### src/rtl/serial_add_sub.sv
// serial_add_sub: multi-cycle adder/subtractor built from one DIGIT-bit adder
// slice reused over N = WIDTH/DIGIT cycles, least-significant digit first.
// Subtraction is done as A + ~B + ~ci, so co is "no borrow" when subtracting.
//
// Parameters:
//   WIDTH  operand/result width in bits (>= 2)
//   DIGIT  bits added per cycle; must divide WIDTH
// Ports:
//   clk    rising-edge clock
//   rst    synchronous reset, active-high (overrides start, aborts an operation)
//   start  begin an operation; accepted only when not busy
//   sub    0 = add, 1 = subtract (latched on accept)
//   A, B   operands (latched on accept)
//   ci     carry-in for add, borrow-in for subtract (latched on accept)
//   busy   high while digits are being added
//   done   one-cycle pulse; s/co/ovf carry the new result
//   s      result, held until the next result or reset
//   co     carry-out for add, not-borrow for subtract
//   ovf    two's-complement signed overflow
module serial_add_sub #(
   parameter int unsigned WIDTH = 8,
   parameter int unsigned DIGIT = 1
) (
   input  logic             clk,
   input  logic             rst,
   input  logic             start,
   input  logic             sub,
   input  logic [WIDTH-1:0] A,
   input  logic [WIDTH-1:0] B,
   input  logic             ci,
   output logic             busy,
   output logic             done,
   output logic [WIDTH-1:0] s,
   output logic             co,
   output logic             ovf
);

   localparam int unsigned N  = WIDTH / DIGIT;
   localparam int unsigned KW = (N > 1) ? $clog2(N) : 1;
   localparam int unsigned DW = DIGIT + 1;

   typedef enum logic [1:0] {
      S_IDLE = 2'd0,
      S_RUN  = 2'd1,
      S_DONE = 2'd2
   } state_t;

   state_t state, state_d;

   logic [WIDTH-1:0] ar;
   logic [WIDTH-1:0] br;
   logic [WIDTH-1:0] acc;
   logic             c;
   logic [KW-1:0]    k;

   logic             accept_c;
   logic             last_c;
   logic [DIGIT-1:0] a_dig_c;
   logic [DIGIT-1:0] b_dig_c;
   logic [DW-1:0]    dsum_c;
   logic [WIDTH-1:0] acc_nx_c;
   logic             ovf_c;

   // Start is ignored while running; it is honoured in IDLE and DONE.
   assign accept_c = start && (state != S_RUN);
   assign last_c   = (k == KW'(N - 1));

   // Next-state logic.
   always_comb begin
      state_d = state;
      case (state)
         S_IDLE:  if (start) state_d = S_RUN;
         S_RUN:   if (last_c) state_d = S_DONE;
         S_DONE:  state_d = start ? S_RUN : S_IDLE;
         default: state_d = S_IDLE;
      endcase
   end

   // One digit slice of the adder plus the accumulator with that digit merged in.
   always_comb begin
      a_dig_c  = ar[k*DIGIT +: DIGIT];
      b_dig_c  = br[k*DIGIT +: DIGIT];
      dsum_c   = DW'(a_dig_c) + DW'(b_dig_c) + DW'(c);
      acc_nx_c = acc;
      acc_nx_c[k*DIGIT +: DIGIT] = dsum_c[DIGIT-1:0];
      // Carry into the MSB is recovered from the MSB sum bit; carry out is the slice carry.
      ovf_c    = ar[WIDTH-1] ^ br[WIDTH-1] ^ acc_nx_c[WIDTH-1] ^ dsum_c[DIGIT];
   end

   // State register, status flags and datapath.
   always_ff @(posedge clk) begin
      if (rst) begin
         state <= S_IDLE;
         busy  <= 1'b0;
         done  <= 1'b0;
         s     <= '0;
         co    <= 1'b0;
         ovf   <= 1'b0;
         ar    <= '0;
         br    <= '0;
         acc   <= '0;
         c     <= 1'b0;
         k     <= '0;
      end else begin
         state <= state_d;
         busy  <= (state_d == S_RUN);
         done  <= (state_d == S_DONE);
         if (accept_c) begin
            ar  <= A;
            br  <= sub ? ~B : B;
            c   <= sub ? ~ci : ci;
            acc <= '0;
            k   <= '0;
         end else if (state == S_RUN) begin
            acc <= acc_nx_c;
            c   <= dsum_c[DIGIT];
            k   <= k + KW'(1);
            if (last_c) begin
               s   <= acc_nx_c;
               co  <= dsum_c[DIGIT];
               ovf <= ovf_c;
            end
         end
      end
   end

endmodule
### config.mk
export PLATFORM = sky130hd
export DESIGN_NAME = serial_add_sub
export DESIGN_NICKNAME = d
export VERILOG_FILES = /design/src/rtl/serial_add_sub.sv
export SDC_FILE = /design/constraint.sdc
export NUM_CORES = 1
export LEC_CHECK = 0
export CORE_AREA = 2 2 79 81
export DETAILED_ROUTE_END_ITERATION = 6
export DIE_AREA = 0 0 81 83
export SYNTH_ARGS = -nofsm -noshare
export SYNTH_HDL_FRONTEND = slang
export SYNTH_SLANG_ARGS = --single-unit
### constraint.sdc
create_clock -name clk -period 2.2 [get_ports clk]
set_input_delay 0.44 -clock clk [delete_from_list [all_inputs] [get_ports clk]]
set_output_delay 0.44 -clock clk [all_outputs]
set_load 0.005 [all_outputs]
==> impl_metrics.tcl <==
set metrics [dict create \
    drt-total-wl_um 4460 \
    chipHeight_um 83 \
    syn_inst 231 \
    start_kind "flop" \
    yosysWarnings 0 \
    dp_cells 341 \
    grt_first_pass_wirelength_um 7740 \
    ys.flop_type "dfxtp_1" \
    drt_iter0_drc 55 \
    final_nets 301 \
    p_switching_w 0.000432 \
    period_share_pct 104 \
    finalSetupTns_ns -0.477 \
    hold_start "s[3]" \
    synthTopCellsByArea "dfxtp_1 (39%), nand2_1 (5.7%), mux2i_1 (5.1%), a21oi_1 (4.8%), nor2_1 (4.8%)" \
    max_stage_delay_ns 0.56 \
    p_comb_share_pct 18.8 \
    numPortBuffers 32 \
    switching_share_pct 26.6 \
    grt_usage_pct 14.7 \
    num_vias 1673 \
    fin_area_um2 2770 \
    synth.distinct_cells 43 \
    clock_sinks 42 \
    power.share.sequential_pct 49.7 \
    antenna_found_initial 0 \
    synth_edf_count 0 \
    die_w_um 81 \
    post_drt_wl_per_cell_um 12.7 \
    status "finished with violations" \
    dpl-instance-area_um2 2630 \
    grt_max_degree 32 \
    n_fill_cell 595 \
    hp-class "flop to flop" \
    cts_root_buf "clkbuf_8" \
    rsz0062_at_grt "true" \
    r2r_end "s[0]" \
    crit_fanout 8 \
    grt_pass1_vias 1621 \
    max_cap_viol_count 0 \
    yosysTopAreaCell "dfxtp_1" \
    yosysTopAreaCellShare_pct 38.7 \
    crit_type "flop to flop" \
    async_flop_share_pct 0 \
    numCtsBuffers 5 \
    worst_pin_slew_ns 0.570 \
    drive_gt1_share_pct 21.8 \
    final-setup-viol-count 10 \
    die_area_um2 6720 \
    p_int_w 0.00119 \
    hold_viol 0 \
    ant_nets 0 \
    final_cells 350 \
    clockBufferDepth 2 \
    clock-skew-final_ns 0.00685 \
    vdd_drop_max_mv 0.305 \
    min_path_cells 2 \
    syn_avg_cell_area_um2 9.41 \
    slew_headroom_pct 62.0 \
    insertion_delay_ns 0.30 \
    drv_slew 0 \
    vias_per_cell 4.78 \
    diodes 0 \
    fp.coreArea_um2 5820 \
    overflow 0 \
    htreeDepth 2 \
    area_delta_synth_final_pct 27.4 \
    min_to "s[3]" \
    synth_area_um2 2170 \
    p_leak_nw 0.967 \
    slowest_stage "fa_2" \
    crit_family "multiplexers" \
    ys_ff_latch 42 \
    crit_path_end_kind "flop" \
    place_hpwl_um 3180 \
    worstPathRequired_ns 2.43 \
    dr.pass1.iters 3 \
    fin_ws_ns -0.0813 \
    r2r-start "k[0]" \
    r2r_cells 5 \
    hold_buffers 0 \
    clockPowerShare_pct 31.5 \
    ios 33 \
    crit_chain "mux4_2 > mux2i_2 > fa_2 > a311o_1 > a21oi_1" \
    rrSetupSlack_ns -0.08 \
    violations "setup timing" \
    num_rows 28 \
    synth_nets 257 \
    globalplace.congestion 0.754 \
    route.detailed.drc 0 \
    seq_area_frac_synth_pct 38.7 \
    max_freq_mhz 438 \
    clk_pin_slew_ns 0.08 \
    crit_arrival_ns 2.51 \
    power_density_nw_per_um2 586 \
    min_period_ns 2.28 \
    final_util_pct 47.6 \
    place_worst_setup_slack_ns -0.135 \
    initial_core_util_pct 37.4 \
    worst-path-buf-inv 0 \
    cts_tree "done" \
]
## routing by layer
layer / vias to the layer above / GRT usage [%] / routed length (um)
met5: - / 0 / 0
met4: 0 / 4.62 / 59
li1: 879 / - / -
met2: 24 / 24.9 / 2180
met1: 762 / 18.0 / 2080
met3: 8 / 3.59 / 136
## power groups by stage
stage               logic (W)  registers [W]  clock network, W
floorplan            0.000203       0.000820                 0
global placement     0.000292       0.000825                 0
detailed placement   0.000293       0.000826                 0
CTS                  0.000297       0.000807          0.000529
global route         0.000340       0.000812          0.000559
finish               0.000305       0.000807          0.000512
## cells in the mapped netlist, types with 4 or more instances
cell type  count
a211oi_1      11
a21oi_1       21
buf_2          7
buf_4          4
dfxtp_1       42
ha_1           4
inv_1          6
mux2i_1       11
nand2_1       33
nand2b_1       5
nor2_1        28
nor3_2         4
xnor2_1       12
## logic make-up after synthesis
| kind of cell | count (synthesis) | share of synthesized area, % |
|---|---|---|
| multiplexers | 15 | 9.73 |
| AO/OA/AOI/OAI | 43 | 13.3 |
| buffers and inverters | 23 | 5.87 |
| AND/OR/NAND/NOR | 91 | 24.4 |
| flip-flops | 42 | 38.7 |
| XOR/XNOR | 12 | 4.84 |
| adder cells (fa/ha/maj) | 5 | 3.22 |
## layout by cell type, fill, tap and decap left out, types with 3 or more instances in the layout
cell and count:
a211oi_1 10, a211oi_2 3, a21oi_1 21, buf_4 18
clkbuf_8 6, clkdlybuf4s50_1 32, dfxtp_1 41, ha_1 4
inv_1 6, mux2i_1 8, mux2i_2 3, mux4_2 4
nand2_1 33, nand2b_1 5, nor2_1 28, nor3_2 3
xnor2_1 12
## final cells by class
| class | instances | area [um2] | share of cell area [%] |
|---|---|---|---|
| inverters | 7 | 28.8 | 1.04 |
| multi-input cells | 166 | 1230 | 44.5 |
| repair buffers | 53 | 483 | 17.4 |
| flip-flops and latches | 42 | 845 | 30.5 |
| well taps | 75 | 93.8 | 3.39 |
| clock buffers | 7 | 86.3 | 3.12 |
## stage by stage
| step | hold WS, ns | total power, W |
|---|---|---|
| 2_1_floorplan | 0.433 | 0.00102 |
| 3_3_place_gp | 0.438 | 0.00112 |
| 3_5_place_dp | 0.447 | 0.00112 |
| 4_1_cts | 0.456 | 0.00163 |
| 5_1_grt | 0.476 | 0.00171 |
| 6_report | 0.454 | 0.00162 |
## state kept, by name, indices dropped and copies added, names as in the netlist
register	flops
done	1
ar	8
k	3
state	2
acc	8
busy	1
ovf	1
c	1
br	8
s	8
co	1
## how the worst max path moves through the flow
stage               from  endpoint  cells past startpoint
finish              k[0]      s[0]                      5
global route        k[0]      s[2]                      6
CTS                 k[0]      s[2]                      6
detailed placement  k[0]      s[2]                      6
global placement    k[0]      s[2]                      6
floorplan           k[0]      s[6]                      8
## what timing repair did
| action | in CTS | in global routing |
|---|---|---|
| setup endpoints to repair | 14 | 17 |
| resized for setup | 2 | 6 |
| cloned | 0 | 1 |
| setup buffers | 0 | 1 |
| pin swaps | 2 | 5 |
## worst reg2reg max path, cell delays in order (launching register included)
cell,delay (ns)
dfxtp_4,0.39
mux4_2,0.51
mux2i_2,0.21
fa_2,0.56
a311o_1,0.41
a21oi_1,0.13
Note: power is estimated with default switching activity, not from simulation.
